**src/rtl/program_loader.sv**
```systemverilog
// rtl/program_loader.sv - framed byte-stream loader that writes the instruction memory
//
// Purpose:
//   Receives a frame from the host as {len_lo, len_hi, data[len], checksum} over a
//   valid/ready handshake. Each data byte is written to instruction memory at
//   ascending addresses from 0. The processor is held until a frame completes
//   with a matching 8-bit additive checksum.
//
// Ports:
//   clk, reset      system clock; asynchronous active-high reset
//   start           1-cycle pulse, begins a frame from IDLE/DONE/ERROR
//   in_data         host stream byte
//   in_valid        host byte valid
//   in_ready        loader can accept a byte (decoded from state)
//   imem_we         instruction-memory write strobe, one cycle after each data byte
//   imem_addr       write address (held when imem_we=0)
//   imem_wdata      write data (held when imem_we=0)
//   busy            frame in progress
//   done            last frame loaded with good checksum
//   error           last frame rejected (oversize or bad checksum)
//   cpu_hold        processor stall, low only in DONE
module program_loader #(
  parameter int ADDR_W = 10,
  parameter int DATA_W = 8
) (
  input  logic              clk,
  input  logic              reset,
  input  logic              start,
  input  logic [DATA_W-1:0] in_data,
  input  logic              in_valid,
  output logic              in_ready,
  output logic              imem_we,
  output logic [ADDR_W-1:0] imem_addr,
  output logic [DATA_W-1:0] imem_wdata,
  output logic              busy,
  output logic              done,
  output logic              error,
  output logic              cpu_hold
);

  localparam int LEN_W = 2 * DATA_W;
  // One extra bit so a full-memory program (len == 2**ADDR_W) can be counted.
  localparam int CNT_W = ADDR_W + 1;
  localparam logic [LEN_W:0] MAX_LEN = (LEN_W+1)'(2 ** ADDR_W);

  typedef enum logic [2:0] {
    IDLE   = 3'd0,
    LEN_LO = 3'd1,
    LEN_HI = 3'd2,
    DATA   = 3'd3,
    CHECK  = 3'd4,
    DONE   = 3'd5,
    ERROR  = 3'd6
  } state_t;

  state_t            state_q, state_d;
  logic [LEN_W-1:0]  len_q;
  logic [CNT_W-1:0]  cnt_q;
  logic [DATA_W-1:0] sum_q;

  logic              xfer;
  logic [LEN_W-1:0]  new_len;
  logic              len_too_big;
  logic              last_data;

  assign xfer        = in_valid & in_ready;
  // Full length as it will be once the high byte now on in_data is accepted.
  assign new_len     = {in_data, len_q[DATA_W-1:0]};
  assign len_too_big = {1'b0, new_len} > MAX_LEN;
  assign last_data   = LEN_W'(cnt_q) == (len_q - LEN_W'(1));

  always_ff @(posedge clk or posedge reset) begin
    if (reset) state_q <= IDLE;
    else       state_q <= state_d;
  end

  // in_valid is used directly below: in these states in_ready is 1, so it
  // equals a transfer without feeding in_ready back into its own block.
  always_comb begin
    state_d  = state_q;
    in_ready = 1'b0;
    busy     = 1'b0;
    done     = 1'b0;
    error    = 1'b0;
    cpu_hold = 1'b1;
    case (state_q)
      IDLE: begin
        if (start) state_d = LEN_LO;
      end
      LEN_LO: begin
        in_ready = 1'b1;
        busy     = 1'b1;
        if (in_valid) state_d = LEN_HI;
      end
      LEN_HI: begin
        in_ready = 1'b1;
        busy     = 1'b1;
        if (in_valid) begin
          if (len_too_big)            state_d = ERROR;
          else if (new_len == '0)     state_d = CHECK;
          else                        state_d = DATA;
        end
      end
      DATA: begin
        in_ready = 1'b1;
        busy     = 1'b1;
        if (in_valid && last_data) state_d = CHECK;
      end
      CHECK: begin
        in_ready = 1'b1;
        busy     = 1'b1;
        if (in_valid) state_d = (in_data == sum_q) ? DONE : ERROR;
      end
      DONE: begin
        done     = 1'b1;
        cpu_hold = 1'b0;
        if (start) state_d = LEN_LO;
      end
      ERROR: begin
        error = 1'b1;
        if (start) state_d = LEN_LO;
      end
      default: state_d = IDLE;
    endcase
  end

  always_ff @(posedge clk or posedge reset) begin
    if (reset) begin
      len_q      <= '0;
      cnt_q      <= '0;
      sum_q      <= '0;
      imem_we    <= 1'b0;
      imem_addr  <= '0;
      imem_wdata <= '0;
    end else begin
      imem_we <= 1'b0;
      if (xfer) begin
        case (state_q)
          LEN_LO: len_q[DATA_W-1:0] <= in_data;
          LEN_HI: begin
            len_q[LEN_W-1:DATA_W] <= in_data;
            cnt_q <= '0;
            sum_q <= '0;
          end
          DATA: begin
            imem_we    <= 1'b1;
            imem_addr  <= cnt_q[ADDR_W-1:0];
            imem_wdata <= in_data;
            sum_q      <= sum_q + in_data;
            cnt_q      <= cnt_q + CNT_W'(1);
          end
          default: ;
        endcase
      end
    end
  end

endmodule

```
**config.mk**
```make
export PLATFORM = sky130hd
export DESIGN_NAME = program_loader
export DESIGN_NICKNAME = d
export VERILOG_FILES = /design/src/rtl/program_loader.sv
export SDC_FILE = /design/constraint.sdc
export NUM_CORES = 1
export LEC_CHECK = 0
export ABC_AREA = 1
export CAP_MARGIN = 20
export CORE_MARGIN = 2
export CORE_UTILIZATION = 25
export DETAILED_ROUTE_END_ITERATION = 10
export SLEW_MARGIN = 10
export SYNTH_ARGS = -nofsm -noshare
export SYNTH_HDL_FRONTEND = slang
export SYNTH_SLANG_ARGS = --single-unit
```
**constraint.sdc**
```tcl
create_clock -name clk -period 2.5 [get_ports clk]
set_input_delay 0.625 -clock clk [delete_from_list [all_inputs] [get_ports clk]]
set_output_delay 0.625 -clock clk [all_outputs]
set_load 0.05 [all_outputs]
```
==> flow_summary.json <==
{
  "status": "completed",
  "final_cell_count_no_fill": 683,
  "crit_fanout": 6,
  "grt_first_pass_wirelength_um": 14300,
  "grt_use_met3_pct": 2.57,
  "diodes": 0,
  "routed_wl_um": 8560,
  "skew_ns": 0.00697,
  "die_h_um": 120,
  "grt_use_total_pct": 12.6,
  "coreArea_mm2": 0.0131,
  "vias_per_cell": 4.47,
  "rsz0062_at_grt": "no",
  "relSlewSlack_pct": 64.3,
  "cts_sinks": 57,
  "whs_ns": 0.488,
  "die_w_um": 120,
  "met2_usage_pct": 22.0,
  "drive_above_1_share_pct": 12.8,
  "overflow": 0,
  "rr_worst_depth": 16,
  "drt_iter0_drc": 152,
  "tightest_slew_ns": 0.534,
  "startpoint_type": "flip-flop",
  "syn_area_per_cell_um2": 7.42,
  "cts_tree": "built",
  "cap_violations": 0,
  "drc": 0,
  "ant_nets": 0,
  "syn_inst": 450,
  "place.port_buffers": 35,
  "dr.pass1.iters": 4,
  "hold_buffers": 0,
  "r2r_end": "state_q[2]",
  "worstSetupPathType": "flip-flop to output pin",
  "vdd_drop_max_v": 0.000548,
  "grt.busiest_layer": "met2",
  "r2r-start": "len_q[0]",
  "ios": 36,
  "worstHoldPathType": "flip-flop to flip-flop",
  "cp.required_ns": 1.88,
  "fin_crit_sh_pct": 93.5,
  "syn_to_final_growth_pct": 30.1,
  "syn_area_mm2": 0.00334,
  "finalSetupViolations": 0,
  "ys_seq_area_share_pct": 42.7,
  "place_hpwl_um": 6350,
  "hold_path_depth": 2,
  "routabilityCongestion": 0.890,
  "power_mw": 5.91,
  "vias": 3054,
  "reg2reg_slack_ns": 0.48,
  "antenna_found_initial": 0,
  "clock-root-buffer": "clkbuf_16",
  "placed_area_mm2": 0.00400,
  "clkTransAtPathRegs_ns": 0.05,
  "placedCellCount": 667,
  "finalNetCount": 525,
  "timing.final.crit_period_ns": 2.34,
  "grt_pass1_vias": 3007,
  "drv_slew": 0,
  "grt_max_degree": 58,
  "std_cell_rows": 42,
  "hold_violations": 0,
  "start_util_pct": 25.4,
  "htree_levels": 3,
  "arrival_ns": 1.71,
  "final_core_util_pct": 33.1,
  "wl_per_cell_um": 12.5,
  "maxClockFrequency_mhz": 428,
  "clkLatencyLatePin_ns": 0.32,
  "post_cts_buffers": 0,
  "synth_cell_types": 39,
  "startpoint": "state_q[0]",
  "cts_buffer_depth": 2,
  "synth_nets": 473,
  "ys.warnings.count": 0,
  "endpoint": "busy",
  "leakage_nw": 2.04,
  "tritoncts.num_buffers": 9,
  "synth-seq-cells": 57,
  "power.density_mw_per_mm2": 1360,
  "final_area_mm2": 0.00435,
  "die_area_mm2": 0.0143,
  "endpoint_kind": "output pin",
  "use_met1_pct": 15.0
}
## critical path, stage by stage, from the launching register on
cell	delay [ns]
dfrtp_1	0.47
inv_2	0.09
nor2_1	0.05
nand2_1	0.10
clkinv_1	0.09
nor3_1	0.25
nand2_1	0.14
buf_4	0.21
## cells by family (layout without fill, tap and decap cells)
logic type               count (synthesis)  count (layout)  share of synthesized area, %
AO/OA/AOI/OAI                           77              77                          12.3
XOR/XNOR                                10              10                          2.62
adder cells (fa/ha/maj)                 11              11                          4.34
buffers and inverters                   73             130                          8.46
flip-flops                              57              57                          42.7
AND/OR/NAND/NOR                        222             222                          29.6
## area by class of cell
cell class	count	area [µm²]
clock inverter	5	103
timing repair buffer	50	480
tap	176	220
clock buffer	11	243
inverter	64	240
multi-input combinational	320	1630
sequential	57	1430
fill	1412	8790
## report_power, final
group          internal [mW]  total [mW]  leakage [nW]  switching [mW]
Combinational           1.00        2.85          1.13            1.85
Clock                  0.998        1.42         0.166           0.423
Sequential              1.29        1.64         0.742           0.348
## metrics by stage
step / TNS [ns] / setup WS, ns
after floorplan: 0 / 0.179
after detailed placement: -0.165 / -0.134
after CTS: 0 / 0.0288
after global routing: 0 / 0.0164
after global placement: -0.0918 / -0.0918
final: 0 / 0.162
## metal layers
| layer | wire (µm) | vias to the layer above |
|---|---|---|
| li1 | - | 1539 |
| met1 | 3810 | 1435 |
| met2 | 4280 | 64 |
| met3 | 309 | 16 |
| met4 | 165 | 0 |
| met5 | 0 | - |
## cells in the mapped netlist (all sizes together)
library cell  count  area [µm²]
clkinv            1        3.75
clkbuf            5        20.0
buf               4        22.5
ha               10         125
a31oi             1        6.26
xnor2             4        35.0
o21ai            54         270
nor3b             1        7.51
and2              2        12.5
nand2           123         477
inv              63         236
a211oi            1        7.51
xor2              6        52.6
nor4              1        6.26
o31ai             1        7.51
nand3            15        75.1
dfrtp            57        1430
nor3             11        71.3
fa                1        20.0
or2               3        18.8
o211ai            1        7.51
a22o              1        8.76
o21bai            2        15.0
o21a              2        15.0
nor2             58         268
a21oi            13        65.1
nand4             7        43.8
nand3b            1        7.51
o311ai            1        8.76
## cells in the final DEF (no fill, tap or decap), drive strengths merged, types with 2 or more instances in the layout
cell type,count
a21oi,13
and2,2
buf,19
bufinv,3
clkbuf,11
clkdlybuf4s50,30
clkinv,2
dfrtp,57
ha,10
inv,63
nand2,123
nand3,15
nand4,7
nor2,58
nor3,11
o21a,2
o21ai,54
o21bai,2
or2,3
xnor2,4
xor2,6
## timing repair
item / in CTS / in global routing
resized for setup: 0 / 2
endpoints found under the hold margin: 0 / 0
endpoints found under the setup margin: 0 / 2
## state kept, by name, summed over array words and instances, names as in the netlist
name / count
imem_wdata: 8
imem_addr: 10
imem_we: 1
len_q: 16
sum_q: 8
state_q: 3
cnt_q: 11
## worst min-delay path by stage
| stage | from | end |
|---|---|---|
| after floorplan | sum_q[4] | sum_q[4] |
| after global placement | sum_q[6] | sum_q[6] |
| after detailed placement | sum_q[4] | sum_q[4] |
| after CTS | imem_wdata[6] | imem_wdata[6] |
| after global routing | imem_addr[4] | imem_addr[4] |
| final | imem_addr[7] | imem_addr[7] |
(Power assumes the default switching activity.)
